### config.mk
export PLATFORM = sky130hd
export DESIGN_NAME = afifo_1clk_flat
export DESIGN_NICKNAME = d
export VERILOG_FILES = /design/src/rtl/afifo_1clk_if.sv /design/src/rtl/afifo_1clk.sv /design/src/flat_wrapper.sv
export SDC_FILE = /design/constraint.sdc
export NUM_CORES = 1
export LEC_CHECK = 0
export ABC_AREA = 1
export CORE_UTILIZATION = 45
export DETAILED_ROUTE_END_ITERATION = 12
export PLACE_DENSITY = 0.71
export SYNTH_ARGS = -nofsm -noshare
export SYNTH_HDL_FRONTEND = slang
export SYNTH_SLANG_ARGS = --single-unit
export TNS_END_PERCENT = 10
### constraint.sdc
create_clock -name i_clk -period 1.9 [get_ports i_clk]
set_input_delay 0.38 -clock i_clk [delete_from_list [all_inputs] [get_ports i_clk]]
set_output_delay 0.38 -clock i_clk [all_outputs]
set_load 0.02 [all_outputs]
### src/rtl/afifo_1clk_if.sv
// Producer/consumer handshake bundle for the single-clock FIFO.
// The master side drives push/pop requests; the slave side is the FIFO.
interface afifo_1clk_if #(
    parameter int unsigned DSIZE = 8,
    parameter int unsigned ASIZE = 2
);
    logic             i_wr;
    logic [DSIZE-1:0] i_wdata;
    logic             o_wfull;
    logic             i_rd;
    logic [DSIZE-1:0] o_rdata;
    logic             o_rempty;
    logic [ASIZE:0]   o_count;
    logic             o_overflow;
    logic             o_underflow;

    modport master (
        output i_wr, i_wdata, i_rd,
        input  o_wfull, o_rdata, o_rempty, o_count, o_overflow, o_underflow
    );

    modport slave (
        input  i_wr, i_wdata, i_rd,
        output o_wfull, o_rdata, o_rempty, o_count, o_overflow, o_underflow
    );
endinterface

### src/rtl/afifo_1clk.sv
// Single-clock circular-buffer FIFO with first-word-fall-through read data,
// occupancy count and sticky overflow/underflow flags.
module afifo_1clk #(
    parameter int unsigned DSIZE = 8,
    parameter int unsigned ASIZE = 2
) (
    input  logic         i_clk,
    input  logic         i_rst,
    afifo_1clk_if.slave  bus
);
    localparam int unsigned DEPTH = 1 << ASIZE;
    localparam int unsigned PW    = ASIZE + 1;

    logic [DSIZE-1:0] mem_q [DEPTH];
    logic [PW-1:0]    wptr_q, wptr_d;
    logic [PW-1:0]    rptr_q, rptr_d;
    logic             overflow_q, overflow_d;
    logic             underflow_q, underflow_d;

    logic             empty_c;
    logic             full_c;
    logic             wr_en_c;
    logic             rd_en_c;

    // Flags from registered pointers only, so requests never reach outputs combinationally.
    always_comb begin
        empty_c     = 1'b0;
        full_c      = 1'b0;
        wr_en_c     = 1'b0;
        rd_en_c     = 1'b0;
        wptr_d      = wptr_q;
        rptr_d      = rptr_q;
        overflow_d  = overflow_q;
        underflow_d = underflow_q;

        empty_c = (wptr_q == rptr_q);
        full_c  = (wptr_q[ASIZE-1:0] == rptr_q[ASIZE-1:0]) &&
                  (wptr_q[ASIZE] != rptr_q[ASIZE]);

        wr_en_c = bus.i_wr && !full_c && !i_rst;
        rd_en_c = bus.i_rd && !empty_c;

        wptr_d      = wptr_q + PW'(wr_en_c);
        rptr_d      = rptr_q + PW'(rd_en_c);
        overflow_d  = overflow_q  | (bus.i_wr && full_c);
        underflow_d = underflow_q | (bus.i_rd && empty_c);
    end

    always_ff @(posedge i_clk) begin
        if (i_rst) begin
            wptr_q      <= '0;
            rptr_q      <= '0;
            overflow_q  <= 1'b0;
            underflow_q <= 1'b0;
        end else begin
            wptr_q      <= wptr_d;
            rptr_q      <= rptr_d;
            overflow_q  <= overflow_d;
            underflow_q <= underflow_d;
        end
    end

    // Storage is deliberately not reset; stale words are hidden by the pointers.
    always_ff @(posedge i_clk) begin
        if (wr_en_c) begin
            mem_q[wptr_q[ASIZE-1:0]] <= bus.i_wdata;
        end
    end

    assign bus.o_wfull     = full_c;
    assign bus.o_rempty    = empty_c;
    assign bus.o_count     = wptr_q - rptr_q;
    assign bus.o_overflow  = overflow_q;
    assign bus.o_underflow = underflow_q;
    assign bus.o_rdata     = empty_c ? '0 : mem_q[rptr_q[ASIZE-1:0]];

endmodule

### src/flat_wrapper.sv
// flat-port wrapper written by rule: the top's interface ports become plain ports
module afifo_1clk_flat 
#(
    parameter int unsigned DSIZE = 8,
    parameter int unsigned ASIZE = 2
)
  (i_clk, i_rst, bus_i_wr, bus_i_wdata, bus_i_rd, bus_o_wfull, bus_o_rdata, bus_o_rempty, bus_o_count, bus_o_overflow, bus_o_underflow);
  afifo_1clk_if #(.DSIZE(DSIZE), .ASIZE(ASIZE)) bus_i ();
  input  logic i_clk;
  input  logic i_rst;
  input wire logic [$bits(bus_i.i_wr)-1:0] bus_i_wr;
  input wire logic [$bits(bus_i.i_wdata)-1:0] bus_i_wdata;
  input wire logic [$bits(bus_i.i_rd)-1:0] bus_i_rd;
  output wire logic [$bits(bus_i.o_wfull)-1:0] bus_o_wfull;
  output wire logic [$bits(bus_i.o_rdata)-1:0] bus_o_rdata;
  output wire logic [$bits(bus_i.o_rempty)-1:0] bus_o_rempty;
  output wire logic [$bits(bus_i.o_count)-1:0] bus_o_count;
  output wire logic [$bits(bus_i.o_overflow)-1:0] bus_o_overflow;
  output wire logic [$bits(bus_i.o_underflow)-1:0] bus_o_underflow;
  assign bus_i.i_wr = bus_i_wr;
  assign bus_i.i_wdata = bus_i_wdata;
  assign bus_i.i_rd = bus_i_rd;
  assign bus_o_wfull = bus_i.o_wfull;
  assign bus_o_rdata = bus_i.o_rdata;
  assign bus_o_rempty = bus_i.o_rempty;
  assign bus_o_count = bus_i.o_count;
  assign bus_o_overflow = bus_i.o_overflow;
  assign bus_o_underflow = bus_i.o_underflow;
  afifo_1clk #(.DSIZE(DSIZE), .ASIZE(ASIZE)) u_core (.i_clk(i_clk), .i_rst(i_rst), .bus(bus_i));
endmodule
======== Yosys cells after proc, flatten, opt, wreduce, memory -nomap -nowiden ========
Memories as Yosys holds them, arrays and structs flattened. A register that Yosys moved wholly into a read port is not among the register bits.
Index checks and enable logic that the tools add are counted.
word-level totals
  bits in registers ....................... 8
  bits in writable memories ............... 32
  input port bits ......................... 12
  output and inout port bits .............. 15
  logic and storage cells ................. 26
  memories ................................ 1
operators by class
  $add $sub $neg .......................... 3
  eq/ne operators ......................... 3
  multiplexer cells ....................... 4
  bitwise gates (word level) .............. 2
  reduce and logical (&&, ||, !) cells .... 9
memory list
  memory        depth  bits a word  rd ports  clocked after Yosys merged registers in  write ports  RTL line          source
  u_core.mem_q  4      8            1         1                                        1            afifo_1clk.sv:14  logic [DSIZE-1:0] mem_q [DEPTH];
operators with widths
  operator                                count
  8-bit 2-to-1 mux                        1
  3-bit by 1-bit adder with 3-bit output  2
  1-bit logical AND                       6
  3-bit == test                           1
  1-bit logical NOT                       3
  3-bit subtractor                        1
  2-bit == test                           1
  1-bit 2-to-1 mux                        2
  2-bit 2-to-1 mux                        1
  1-bit OR                                2
  1-bit inequality test                   1

======== Logic depth before layout (Yosys ltp) ========
Gate-level depths: netlist (run 1).
  depth in word-level cells ............... 7
  depth in mapped cells ................... 12

======== Least setup slack after synthesis (run 1) ========
Ideal clock, no wire load.
  path kind ............................... reg-to-reg
  start ................................... reg u_core.rptr_q[1]
  end ..................................... mem u_core.mem_q[2][0], enable pin
  arrival ................................. 1.696 ns
  setup slack ............................. -0.166 ns
  stages on the path, launching flop included .. 9
  buffers on the path ..................... 1
  cells stage by stage .................... dfxtp_1 inv_2 clkbuf_8 ha_1 nand2_1 inv_1 nand2_4 nand2_2 nor2_1
between the ends
  longest elaborated chain between the ends .. 7
RTL lines
  what                                    RTL line          source
  start, declared                         afifo_1clk.sv:16  logic [PW-1:0] rptr_q, rptr_d;
  start signal, assigned                  afifo_1clk.sv:57  rptr_q <= rptr_d;
  2-bit == test                           afifo_1clk.sv:37  full_c = (wptr_q[ASIZE-1:0] == rptr_q[ASIZE-1:0]) &&
  1-bit logical AND                       afifo_1clk.sv:37
  1-bit logical NOT                       afifo_1clk.sv:40  wr_en_c = bus.i_wr && !full_c && !i_rst;
  1-bit logical AND (2 in a row)          afifo_1clk.sv:40
  1-bit 2-to-1 mux                        afifo_1clk.sv:65  if (wr_en_c) begin
  1-bit 2-to-1 mux (implied by the code)  afifo_1clk.sv:66  mem_q[wptr_q[ASIZE-1:0]] <= bus.i_wdata;
  end, declared                           afifo_1clk.sv:14
Every way passes these cells.

======== Worst setup path in the final report (run 1) ========
  start ................................... reg u_core.wptr_q[0]
  end ..................................... out bus_o_count[2]
between the ends
  longest elaborated chain between the ends .. 1
RTL lines
  what                    RTL line            source
  start, declared         afifo_1clk.sv:15    logic [PW-1:0] wptr_q, wptr_d;
  start signal, assigned  afifo_1clk.sv:56    wptr_q <= wptr_d;
  3-bit subtractor        afifo_1clk.sv:72    assign bus.o_count = wptr_q - rptr_q;
  end, declared           flat_wrapper.sv:17  output wire logic [$bits(bus_i.o_count)-1:0] bus_o_count;
Every way passes these cells.

==> results of run 1 <==
[state kept, by name, indices dropped and copies added, names as in the netlist]
| signal | cells |
|---|---|
| u_core.mem_q | 32 |
| u_core.wptr_q | 3 |
| u_core.bus.o_underflow | 1 |
| u_core.bus.o_overflow | 1 |
| u_core.rptr_q | 3 |
[power by group]
group / switching (mW) / leakage [nW] / internal [mW]
Combinational: 0.375 / 0.606 / 0.264
Clock: 0.288 / 0.0558 / 0.389
Sequential: 0.0160 / 0.358 / 0.972
[cell families (layout without fill, tap and decap cells)]
kind of cell	after synthesis	count (layout)
and+or+nand+nor	73	74
DFF	40	40
buffers and inverters	25	75
AOI/OAI and AO/OA	18	18
adders and majority gates	7	7
xor gates and xnor gates	3	3
[final timing paths]
check,slack [ns],startpoint,to,cells after the start
setup / recovery,0.02,u_core.wptr_q[0],bus_o_count[2],5
hold / removal,0.45,u_core.bus.o_underflow,u_core.bus.o_underflow,2
setup reg to reg,0.04,u_core.rptr_q[1],u_core.wptr_q[1],13
hold reg to reg,0.45,u_core.bus.o_underflow,u_core.bus.o_underflow,2
[cell usage after synthesis]
cell type,count
nand2_4,1
nand2_2,3
clkbuf_8,1
buf_2,1
buf_12,1
o21ai_0,6
inv_8,1
xnor2_1,3
a21oi_1,7
o21ai_1,2
fa_1,1
buf_6,2
nor2_1,27
a21oi_2,2
ha_1,6
nand3_1,1
nor2_8,1
o21ai_2,1
inv_2,2
inv_1,17
edfxtp_1,32
nand2_1,40
dfxtp_1,8
[stage by stage]
stage,setup slack (ns),power [mW],std cells,utilization (%),setup TNS (ns)
floorplan,0.0265,1.36,166,-,0
global placement,-0.170,1.57,252,60.0,-1.25
detailed placement,-0.212,1.59,252,60.0,-2.94
CTS,-0.0353,2.29,262,63.5,-0.0908
global route,-0.0361,2.40,265,65.8,-0.123
finish,0.0160,2.30,265,65.8,0
[critical path, cell delays in order, from the launching register on]
cell	delay, ns
dfxtp_2	0.34
inv_2	0.05
ha_4	0.15
fa_2	0.33
xnor2_1	0.18
buf_4	0.17
[cell type report]
cell class                 count  area (sq um)
clock buffer                   5          68.8
clock inverter                 3          42.5
fill                         296          1280
inverter                      20          87.6
multi-input combinational    102           629
sequential                    40          1130
tap                           48          60.1
timing repair buffer          47           445
[metal layers]
| layer | global-route usage [%] | vias up | share of wire (%) | routed length (um) |
|---|---|---|---|---|
| li1 | - | 634 | - | - |
| met3 | 4.86 | 4 | 3.2 | 117 |
| met1 | 20.7 | 615 | 42 | 1540 |
| met2 | 34.4 | 22 | 54 | 1970 |
| met4 | 6.25 | 0 | 1.0 | 38 |
| met5 | 0 | - | 0 | 0 |
[repair_timing]
item                       4_1_cts  5_1_grt
buffers inserted                 1        3
setup endpoints to repair       47       32
pin swaps                        3        8
cloned                           1        0
resized for setup               63       19
==> impl_metrics.py, run 1 <==
metrics = {
    "drt": {
        "drc": 0,
        "drt_iter0_markers": 41,
        "num_vias": 1275,
        "ant_nets": 0,
        "viasPerCell": 4.81,
        "dr.pass1.iters": 4,
        "drt-total-wl_mm": 3.66,
        "drt-wirelength-per-cell_um": 13.8,
    },
    "yosys": {
        "muxShareOfSynthArea_pct": 0,
        "synth-simple-area-share_pct": 17.1,
        "synthXorXnorAreaFrac_pct": 1.46,
        "ys_seq_area_share_pct": 62.5,
        "synthAdderAreaFrac_pct": 5.30,
        "synth_area_per_cell_sq_um": 10.8,
        "ys_ff_latch": 40,
        "ys_warn_count": 0,
        "synth_compound_area_share_pct": 5.65,
        "yosysTopAreaCell": "edfxtp_1",
        "synth_top_cell_area_share_pct": 53.6,
        "syn_area_sq_mm": 0.00179,
        "synth.net_count": 185,
        "synth_cell_types": 23,
        "synth_top_family_by_area": "simple AND/OR/NAND/NOR gates",
        "synthCells": 166,
        "synth_area_leaders": "edfxtp_1 (54%), dfxtp_1 (8.9%), nand2_1 (8.4%)",
    },
    "clock_tree": {
        "cts_tree": "yes",
        "clkSinkCount": 40,
        "clkLatencyLatePin_ns": 0.29,
        "clockBufferDepth": 2,
        "cts_buffers": 5,
        "clock_tree.htree_level_count": 2,
        "cts_root_buf": "clkbuf_8",
        "hold_buffers": 0,
        "cts.reportedPaths.clkPinSlew_ns": 0.07,
    },
    "finish": {
        "drive_gt1_share_pct": 33.6,
        "final_nets": 235,
        "layout_common_cells": "nand2_1 (39), edfxtp_1 (32), nor2_1 (23)",
        "n_antenna_cell": 0,
        "synthToLayoutAreaGrowth_pct": 37.3,
        "design_area_sq_mm": 0.00246,
        "layout_commonest_cell": "nand2_1",
    },
    "sta": {
        "fin_crit_ns": 1.88,
        "finalMaxSlewViolations": 0,
        "tightestPinTransition_ns": 0.219,
        "max_freq_mhz": 531,
        "whs_ns": 0.455,
        "period_share_pct": 99.2,
        "finalHoldViolCount": 0,
        "setup_viol": 0,
        "slew_headroom_pct": 85.4,
        "rsz0062_at_grt": "true",
        "finalClockSkew_ns": 0.00746,
    },
    "grt": {
        "grt_use_total_pct": 18.6,
        "grt_pass1_wl_mm": 5.59,
        "antenna_found_initial": 0,
        "grt_pass1_vias": 1213,
        "overflow": 0,
        "grt_max_degree": 19,
    },
    "floorplanning": {
        "die_w_um": 65.1,
        "rows": 22,
        "initial_utilization_pct": 47.9,
        "ios": 27,
        "die_area_sq_mm": 0.00424,
        "die_y_um": 65.1,
        "core_area_sq_mm": 0.00374,
    },
    "critical_path": {
        "critPathKind": "reg -> out",
        "cp-end-kind": "primary output",
        "crit_required_ns": 1.52,
        "start_kind": "flip-flop",
        "crit_path_max_fanout": 2,
        "arrival_ns": 1.50,
    },
    "outcome": {
        "status": "finished clean",
    },
    "pwr": {
        "p_leak_nw": 1.02,
        "irDropWorstVdd_uv": 505,
        "power_density_mw_per_mm2": 935,
    },
    "worst_hold_path": {
        "hold_class": "reg -> reg",
    },
    "placed_design": {
        "place_area_sq_mm": 0.00224,
        "io_buffers": 26,
        "routabilityCongestion": 0.781,
        "place_hpwl_mm": 2.31,
    },
    "run": {
        "max_cap_viol_count": 0,
    },
}
Power figures use the tool's default switching activity.
==> inputs of run 2 (changes only) <==
CELL_PAD_IN_SITES_DETAIL_PLACEMENT = 1   (was default)
CELL_PAD_IN_SITES_GLOBAL_PLACEMENT = 2   (was default)
CORE_UTILIZATION = 31   (was 45)
PLACE_DENSITY = default   (was 0.71)
PLACE_DENSITY_LB_ADDON = 0.1   (was default)
==> run 2 against run 1 <==
Compared with the run above: sequential power hardly changed; critical path depth stayed put; design area is 2.6% higher; core utilization is 20 points lower; fmax hardly changed; flip-flop and latch count stayed put; critical endpoint is now bus_o_count[1]; final cell count is 11% higher; die area is 44% higher; non-clock buffer count is 6 higher; highest routed layer unchanged.
==> impl_metrics.py, run 2 (same netlist as run 1, synthesis figures left out) <==
metrics = {
    "critical_path": {
        "path_buf_inv": 3,
        "r2r_setup_slack_ns": 0.05,
        "critPathTopFamily": "adder cells",
        "critPathKind": "reg -> out",
        "crit_slowest_cell": "fa_2",
        "arrival_ns": 1.50,
        "crit_required_ns": 1.52,
        "crit_path_max_fanout": 2,
        "rr_endpoint": "u_core.mem_q[1][4]",
        "path_common_cell": "inv_2",
        "cp_cell_sequence": "inv_2, ha_4, fa_2, inv_2, buf_6",
        "start_kind": "flip-flop",
        "cp-end-kind": "primary output",
        "reg2reg_from": "u_core.rptr_q[1]",
        "slowest_delay_ns": 0.52,
        "ff2ff_path_depth": 11,
        "worst-path-stages": 5,
    },
    "drt": {
        "ant_nets": 0,
        "drt-total-wl_mm": 4.22,
        "drt_iter0_markers": 35,
        "viasPerCell": 4.45,
        "num_vias": 1314,
        "dr.pass1.iters": 4,
        "drt-wirelength-per-cell_um": 14.3,
        "drc": 0,
    },
    "floorplanning": {
        "die_y_um": 78.1,
        "initial_utilization_pct": 32.4,
        "core_area_sq_mm": 0.00554,
        "die_w_um": 78.1,
        "die_area_sq_mm": 0.00610,
        "rows": 27,
        "ios": 27,
    },
    "outcome": {
        "status": "finished clean",
    },
    "clock_tree": {
        "clockBufferDepth": 2,
        "cts_buffers": 5,
        "cts.reportedPaths.clkPinSlew_ns": 0.07,
        "hold_buffers": 0,
        "cts_root_buf": "clkbuf_8",
        "clkSinkCount": 40,
        "clock_tree.htree_level_count": 2,
        "cts_tree": "yes",
        "clkLatencyLatePin_ns": 0.29,
    },
    "worst_hold_path": {
        "holdPathStages": 2,
        "hold_class": "reg -> reg",
        "min-delay-start": "u_core.bus.o_underflow",
        "min_to": "u_core.bus.o_underflow",
    },
    "finish": {
        "synthToLayoutAreaGrowth_pct": 40.9,
        "largest_reg_flops": 32,
        "drive_gt1_share_pct": 35.9,
        "final_nets": 241,
        "layout_commonest_cell": "nand2_1",
        "final_core_util_pct": 45.6,
        "finalNonFillerCells": 295,
        "n_antenna_cell": 0,
        "nFillCells": 633,
        "layout_common_cells": "nand2_1 (39), edfxtp_1 (32), buf_4 (27)",
    },
    "sta": {
        "setup_viol": 0,
        "tns_ns": 0,
        "whs_ns": 0.461,
        "finalMaxSlewViolations": 0,
        "finalHoldViolCount": 0,
        "period_share_pct": 99.2,
        "tightestPinTransition_ns": 0.209,
        "fin_crit_ns": 1.88,
        "slew_headroom_pct": 85.9,
        "finalClockSkew_ns": 0.00285,
        "max_freq_mhz": 531,
        "rsz0062_at_grt": "true",
    },
    "pwr": {
        "finalPower_mw": 2.23,
        "p_leak_nw": 1.04,
        "power_density_mw_per_mm2": 881,
        "irDropWorstVdd_uv": 415,
    },
    "run": {
        "max_cap_viol_count": 0,
    },
    "grt": {
        "grt_pass1_wl_mm": 6.76,
        "grt_use_total_pct": 15.4,
        "grt_max_degree": 17,
        "antenna_found_initial": 0,
        "grt_pass1_vias": 1376,
        "overflow": 0,
    },
    "placed_design": {
        "place_hpwl_mm": 2.96,
        "dp.cells": 284,
        "routabilityCongestion": 0.707,
        "io_buffers": 26,
    },
}
## run 2: cell type report
class	instances	area, sq um	share of cell area (%)
inverters	20	85.1	3.37
clock inverters	2	11.3	0.446
clock buffers	6	72.6	2.87
flip-flops and latches	40	1130	44.7
repair buffers	53	480	19.0
multi-input cells	102	659	26.1
well taps	72	90.1	3.56
## run 2: report_power, final
group / switching, mW / internal [mW]
Combinational: 0.384 / 0.312
Sequential: 0.0156 / 0.974
Clock: 0.286 / 0.254
Total: 0.685 / 1.54
## run 2: how the worst max path moves through the flow
stage,from,endpoint,slack [ns]
3_5_place_dp,u_core.wptr_q[0],bus_o_count[2],-0.20
2_1_floorplan,u_core.rptr_q[1],u_core.wptr_q[2],0.03
5_1_grt,u_core.wptr_q[0],bus_o_count[1],-0.03
6_report,u_core.wptr_q[0],bus_o_count[1],0.02
3_3_place_gp,u_core.wptr_q[0],bus_o_count[2],-0.18
4_1_cts,u_core.rptr_q[1],bus_o_wfull,-0.19
## run 2: repair_timing
| action | 4_1_cts | 5_1_grt |
|---|---|---|
| gates cloned | 1 | 0 |
| endpoints found under the setup margin | 47 | 48 |
| setup buffers | 2 | 0 |
| resized for setup | 57 | 30 |
| pin swaps | 2 | 7 |
## run 2: worst min-delay path, stage by stage, from the launching register on
cell and delay [ns]:
dfxtp_1 0.31, inv_1 0.05, a21oi_1 0.06
## run 2: metal layers
layer	global-route usage, %	part of all wire, %	wire, um
met4	5.56	1.5	64
met3	3.84	2.8	118
met5	0	0	0
met1	18.1	42	1760
met2	27.1	54	2280
## run 2: metrics by stage
stage	instance area, sq um	setup slack (ns)
after CTS	2430	-0.188
final	2530	0.0157
after floorplan	1810	0.0265
after detailed placement	2320	-0.202
after global routing	2530	-0.0260
after global placement	2320	-0.181
